$ cat src/rtl/knights_pkg.sv
// Shared command types and opcode constants for the knight's-tour command path.
// Opcode lives in the top nibble of each 16-bit BLE command.
package knights_pkg;

  localparam int CMD_W = 16;

  typedef logic [CMD_W-1:0] cmd_t;

  localparam logic [3:0] CMD_CAL  = 4'h2;
  localparam logic [3:0] CMD_MOVE = 4'h4;
  localparam logic [3:0] CMD_TOUR = 4'h6;

  function automatic cmd_t mk_cmd(input logic [3:0] op, input logic [11:0] arg);
    return {op, arg};
  endfunction

endpackage

$ cat src/rtl/cmd_fifo_mem.sv
// Purpose: DEPTH x CMD_W command storage, one write port, one asynchronous read port.
// Latency: write lands at the clock edge; read data follows raddr combinationally.
// Backpressure: none; the caller guarantees writes only target free slots.
module cmd_fifo_mem
  import knights_pkg::*;
#(
  parameter int DEPTH = 4,
  parameter int CMD_W = knights_pkg::CMD_W,
  parameter int AW    = $clog2(DEPTH)
) (
  input  logic             clk,
  input  logic             rst_n,
  input  logic             we,
  input  logic [AW-1:0]    waddr,
  input  logic [CMD_W-1:0] wdata,
  input  logic [AW-1:0]    raddr,
  output logic [CMD_W-1:0] rdata
);

  logic [CMD_W-1:0] mem [DEPTH];

  // Cleared on reset so the head reads back as zero while the queue is empty.
  always_ff @(posedge clk or negedge rst_n) begin
    if (!rst_n) begin
      for (int i = 0; i < DEPTH; i++) mem[i] <= '0;
    end else if (we) begin
      mem[waddr] <= wdata;
    end
  end

  assign rdata = mem[raddr];

endmodule

$ cat src/rtl/ble_cmd_queue.sv
// Purpose: command FIFO between UART_wrapper and TourCmd; optional QUEUE_OVF_EN adds sticky overwrite detection.
// Latency: accept at edge N gives a 1-cycle in_clr_cmd_rdy pulse; head valid at edge N+1 when empty.
// Backpressure: while full no accept is issued and upstream keeps in_cmd_rdy high.
module ble_cmd_queue
  import knights_pkg::*;
#(
  parameter int DEPTH = 4,
  parameter int CMD_W = knights_pkg::CMD_W
) (
  input  logic                     clk,
  input  logic                     rst_n,
  input  logic [CMD_W-1:0]         in_cmd,
  input  logic                     in_cmd_rdy,
  output logic                     in_clr_cmd_rdy,
  output logic [CMD_W-1:0]         out_cmd,
  output logic                     out_cmd_rdy,
  input  logic                     out_clr_cmd_rdy,
  input  logic                     flush,
  output logic [$clog2(DEPTH):0]   count,
  output logic                     full,
  output logic                     ovf
);

  localparam int AW = $clog2(DEPTH);
  localparam int CW = AW + 1;

  logic [AW-1:0] wr_ptr, rd_ptr;
  logic [CW-1:0] count_q;
  logic          clr_q, blk_q, rdy_q;
  logic          push, pop;

  assign full = (count_q == CW'(DEPTH));

  // Upstream clears cmd_rdy one cycle after seeing our pulse, so block both the
  // pulse cycle and the one after it to avoid capturing the same command twice.
  assign push = in_cmd_rdy && !full && !clr_q && !blk_q && !flush;
  assign pop  = out_clr_cmd_rdy && rdy_q && !flush;

  always_ff @(posedge clk or negedge rst_n) begin
    if (!rst_n) begin
      wr_ptr  <= '0;
      rd_ptr  <= '0;
      count_q <= '0;
      clr_q   <= 1'b0;
      blk_q   <= 1'b0;
      rdy_q   <= 1'b0;
    end else begin
      clr_q <= push;
      blk_q <= clr_q;
      if (flush) begin
        wr_ptr  <= '0;
        rd_ptr  <= '0;
        count_q <= '0;
        rdy_q   <= 1'b0;
      end else begin
        if (push) wr_ptr <= wr_ptr + 1'b1;
        if (pop)  rd_ptr <= rd_ptr + 1'b1;
        case ({push, pop})
          2'b10:   count_q <= count_q + 1'b1;
          2'b01:   count_q <= count_q - 1'b1;
          default: count_q <= count_q;
        endcase
        // One-cycle low gap after every pop mirrors UART_wrapper level semantics.
        rdy_q <= (count_q != '0) && !pop;
      end
    end
  end

  cmd_fifo_mem #(
    .DEPTH (DEPTH),
    .CMD_W (CMD_W),
    .AW    (AW)
  ) u_mem (
    .clk   (clk),
    .rst_n (rst_n),
    .we    (push),
    .waddr (wr_ptr),
    .wdata (in_cmd),
    .raddr (rd_ptr),
    .rdata (out_cmd)
  );

  assign in_clr_cmd_rdy = clr_q;
  assign out_cmd_rdy    = rdy_q;
  assign count          = count_q;

`ifdef QUEUE_OVF_EN
  logic [CMD_W-1:0] prev_cmd;
  logic             watch_q, ovf_q, overwrite;
  logic [7:0]       ovf_cnt;

  // A held-but-unaccepted command that changes value was lost upstream.
  assign overwrite = watch_q && in_cmd_rdy && full && (in_cmd != prev_cmd);

  always_ff @(posedge clk or negedge rst_n) begin
    if (!rst_n) begin
      prev_cmd <= '0;
      watch_q  <= 1'b0;
      ovf_q    <= 1'b0;
      ovf_cnt  <= '0;
    end else begin
      prev_cmd <= in_cmd;
      watch_q  <= in_cmd_rdy && full && !push;
      if (overwrite) ovf_q <= 1'b1;
      if (overwrite && (ovf_cnt != 8'hFF)) ovf_cnt <= ovf_cnt + 1'b1;
    end
  end

  assign ovf = ovf_q;
`else
  assign ovf = 1'b0;
`endif

endmodule

$ cat config.mk
export PLATFORM = sky130hd
export DESIGN_NAME = ble_cmd_queue
export DESIGN_NICKNAME = d
export VERILOG_FILES = /design/src/rtl/knights_pkg.sv /design/src/rtl/cmd_fifo_mem.sv /design/src/rtl/ble_cmd_queue.sv
export SDC_FILE = /design/constraint.sdc
export NUM_CORES = 1
export LEC_CHECK = 0
export CAP_MARGIN = 20
export CORE_MARGIN = 5
export CORE_UTILIZATION = 40
export DETAILED_ROUTE_END_ITERATION = 8
export PLACE_DENSITY = 0.6
export SKIP_CTS_REPAIR_TIMING = 1
export SLEW_MARGIN = 5
export SYNTH_ARGS = -nofsm -noshare
export SYNTH_HDL_FRONTEND = slang
export SYNTH_SLANG_ARGS = --single-unit
$ cat constraint.sdc
create_clock -name clk -period 2.4 [get_ports clk]
set_input_delay 0.36 -clock clk [delete_from_list [all_inputs] [get_ports clk]]
set_output_delay 0.36 -clock clk [all_outputs]
set_load 0.1 [all_outputs]
==> impl_summary.md <==
Synthesis
The count of flip-flops with a built-in enable after synthesis is 0. The Yosys warning count is 0. Sorting the synthesized cells by area gives the leading types as dfrtp_1, mux2_2, mux4_2. The mean instance size in the synthesized netlist is between 15 and 20 µm². The synthesized netlist contains 27 unique library cells. After Yosys synthesis, XOR and XNOR cells account for 1.05% of the synthesized area.

The mux contribution to synthesized area is 34.0%. The synthesized netlist devotes 4.50% of its cell area to simple gates. The async set-or-reset flop fraction in the synthesized netlist is 100%. The compound-gate portion of the synthesized area is 0.225%. dfrtp_1 takes more of the synthesized area than any other cell.

Summing the sequential cell areas from Yosys gives a little under three fifths of the chip area. The number of standard cells after synthesis is 207. The main combinational cell family by area after synthesis is multiplexers. In the synthesized netlist the dominant register cell turns out to be dfrtp_1.

Summing every instance area after synthesis gives roughly 0.0033 mm². After synthesis, the largest area contributor takes up 55.5% of total cell area. The synthesized design contains 74 register bits. The net count after synthesis is 233. Summing the areas of all fa, ha and maj instances in the mapped netlist gives between 2 and 2.5% of the synthesized area.

Clock tree
The CTS buffer count is 9. CTS saw 74 sinks. Clock-pin slew was measured on the worst setup and hold paths at 0.08 ns.

The depth of the CTS H-tree is 3. The clock latency reported for the late side of the worst-skew pair is 0.34 ns. The maximum clock insertion buffer count is 2. The buffer cell driving the clock tree root is clkbuf_8.

The CTS tree is yes.

Floorplan
The die covers 0.0103 mm². The count of standard-cell rows is 33. In this run the horizontal extent of the chip is approximately 100 µm.

The core region is about 0.008 mm². The vertical extent of the die is 101 µm. The initial utilization of the core area, before any placement, comes to around two fifths. The top-level port count is 44.

Critical path
The worst setup path is launched from a flop. The worst setup path is captured at a flop. In this run the critical register-to-register path is captured at count[2]$_DFFE_PN0P_. For the worst setup path, the data arrival time is 2.51 ns. In this run the register-to-register setup slack is 0.12 ns. The launching point of the worst reg2reg path is count[2]$_DFFE_PN0P_. The number of cells traversed by the worst register-to-register path is 7. For the worst setup path, the data required time is 2.63 ns.

The critical path start-end classification is reg2reg. Of all nets on the critical path, the largest fanout is 5.

Place
At the end of routability-driven placement, the weighted congestion stood at 0.692. The number of buffer cells added on primary ports is 42. The number of placed instances, taps included, is 359. Once placement finished, the instance area stood at 0.00426 mm². OpenSTA, run right after detailed placement, puts the worst setup slack at -0.0899 ns. The post-DP HPWL is 4320 µm.

Route
The number of violations reported at the end of detailed-routing iteration 0 is 43. The wire length per cell after detailed routing is 17.3 µm. In the routed layout, each cell is associated on average with a via count of 5.02. The number of search-and-repair iterations in the first detailed-routing pass is 4.

The post-route DRC violation count is 0. The detail route stage leaves a number of antenna-violating nets equal to 0. The sum of routed wire length over all layers is between 6000 and 7000 µm. The total vias in the final route is 1881.

STA
The clock period minus worst slack is 2.28 ns. Measured against its own limit, the worst slew margin works out to between 60 and 70%. Final hold analysis gives a worst-case slack of 0.00696 ns. Summed over all failing endpoints, the final setup total negative slack is 0 ns.

Setup repair after global routing left no endpoint under its margin. Setup slack closes at 0.124 ns. The slew at the pin closest to its max-slew limit is 0.566 ns. The largest clock skew in the final design is 0.00593 ns. The hold violation count in the final report is 0.

The post-route clock period utilization is around 95%. The final count of pins violating max slew is 0. The total of endpoints with negative setup slack in the final report is 0. The peak clock frequency supported by timing is 439 MHz.

Power and ir drop
The total power after layout is 5.78 mW. The worst voltage drop across the vdd grid is 0.733 mV. Dividing total power by cell area gives a power density of about 1300 mW/mm². The analysis attributes to cell leakage a power of roughly 2.1 nW.

Cells and area
The number of antenna diodes in the final layout is 0. The most common cell after layout, fill and taps aside is dfrtp_1. The summed area of non-filler cells in the final layout is 0.00445 mm². The area growth from synthesis to layout is 33.4%. The number of nets in the final layout is 291. The layout filler cell count is 701. The post-route core utilization is 54.5%. The post-route netlist has between 50% and 60% of its cells at a drive strength greater than 1. Leaving out fill and tap cells, the most frequent cells in the layout are dfrtp_1, mux2_4, mux2_2, buf_4, clkdlybuf4s50_1.

The final non-filler cell total is 375.

Run
Max-cap violations in this run came to 0.

Global routing
In the global route stage, overall resource usage came out at 14.2%. The maximum number of pins on one net before global-route repair is 44. The global route total overflow is 0. The number of global-route vias before repair is 2071. The wire length of the first global-routing pass is around 11000 µm. The initial antenna violation count is 0.

Worst hold path
The tightest min-delay check is of the in2async type.

Outcome
The run finished with clean final reports.
flip-flops by register name (all words and copies together), names as in the netlist:
register,flops
u_mem.mem,64
count,3
rd_ptr,2
wr_ptr,2
blk_q,1
in_clr_cmd_rdy,1
out_cmd_rdy,1
Yosys cell counts, types with 2 or more instances:
library cell	instances
xor2_1	2
mux4_2	16
nand2_2	4
clkbuf_1	3
nor2_1	7
mux2_2	66
buf_2	3
dfrtp_1	74
nor2b_1	2
buf_6	4
mux2i_1	3
inv_1	2
nand2b_1	3
ha_1	4
xnor2_1	2
cells by family after synthesis:
kind of cell,after synthesis
AO/OA/AOI/OAI,1
XOR/XNOR,4
adder cells (fa/ha/maj),5
buffers and inverters,13
flip-flops,74
multiplexers,85
other,1
AND/OR/NAND/NOR,24
report_power, final:
group	switching, mW	internal, mW	leakage, nW	total, mW
Clock	0.474	0.476	0.0873	0.950
Combinational	1.62	1.29	1.06	2.92
Sequential	0.232	1.67	0.947	1.91
routing by layer:
| metal | vias up | global-route usage, % | part of all wire [%] |
|---|---|---|---|
| met5 | - | 0 | 0 |
| met4 | 0 | 4.29 | 1.1 |
| met3 | 6 | 4.75 | 4.7 |
| met2 | 41 | 20.9 | 45 |
| met1 | 974 | 19.8 | 49 |
| li1 | 860 | - | - |
worst max-delay path by stage:
stage | start | endpoint | slack, ns | cells after the start
floorplan | count[0]$_DFFE_PN0P_ | count[2]$_DFFE_PN0P_ | -0.56 | 8
global placement | in_cmd_rdy | count[2]$_DFFE_PN0P_ | -0.07 | 8
detailed placement | in_cmd_rdy | count[2]$_DFFE_PN0P_ | -0.09 | 8
CTS | count[2]$_DFFE_PN0P_ | count[2]$_DFFE_PN0P_ | 0.07 | 7
global route | count[2]$_DFFE_PN0P_ | count[2]$_DFFE_PN0P_ | 0.03 | 7
finish | count[2]$_DFFE_PN0P_ | count[2]$_DFFE_PN0P_ | 0.12 | 7
layout make-up:
type	instances	area [µm²]	share of cell area, %
Multi-Input combinational cell	120	1560	35.0
Sequential cell	74	1860	41.8
Timing Repair Buffer	58	696	15.6
Inverter	2	7.51	0.169
Clock inverter	7	70.1	1.57
Tap cell	105	131	2.95
Clock buffer	9	124	2.78
critical path, cell delays in order (launching register included):
cell and delay, ns:
dfrtp_4 0.50, nor3b_4 0.17, or3_1 0.38, nor3b_2 0.17
fa_2 0.34, and2_1 0.14, mux2i_1 0.13, mux2_2 0.34
(Power assumes the default switching activity.)
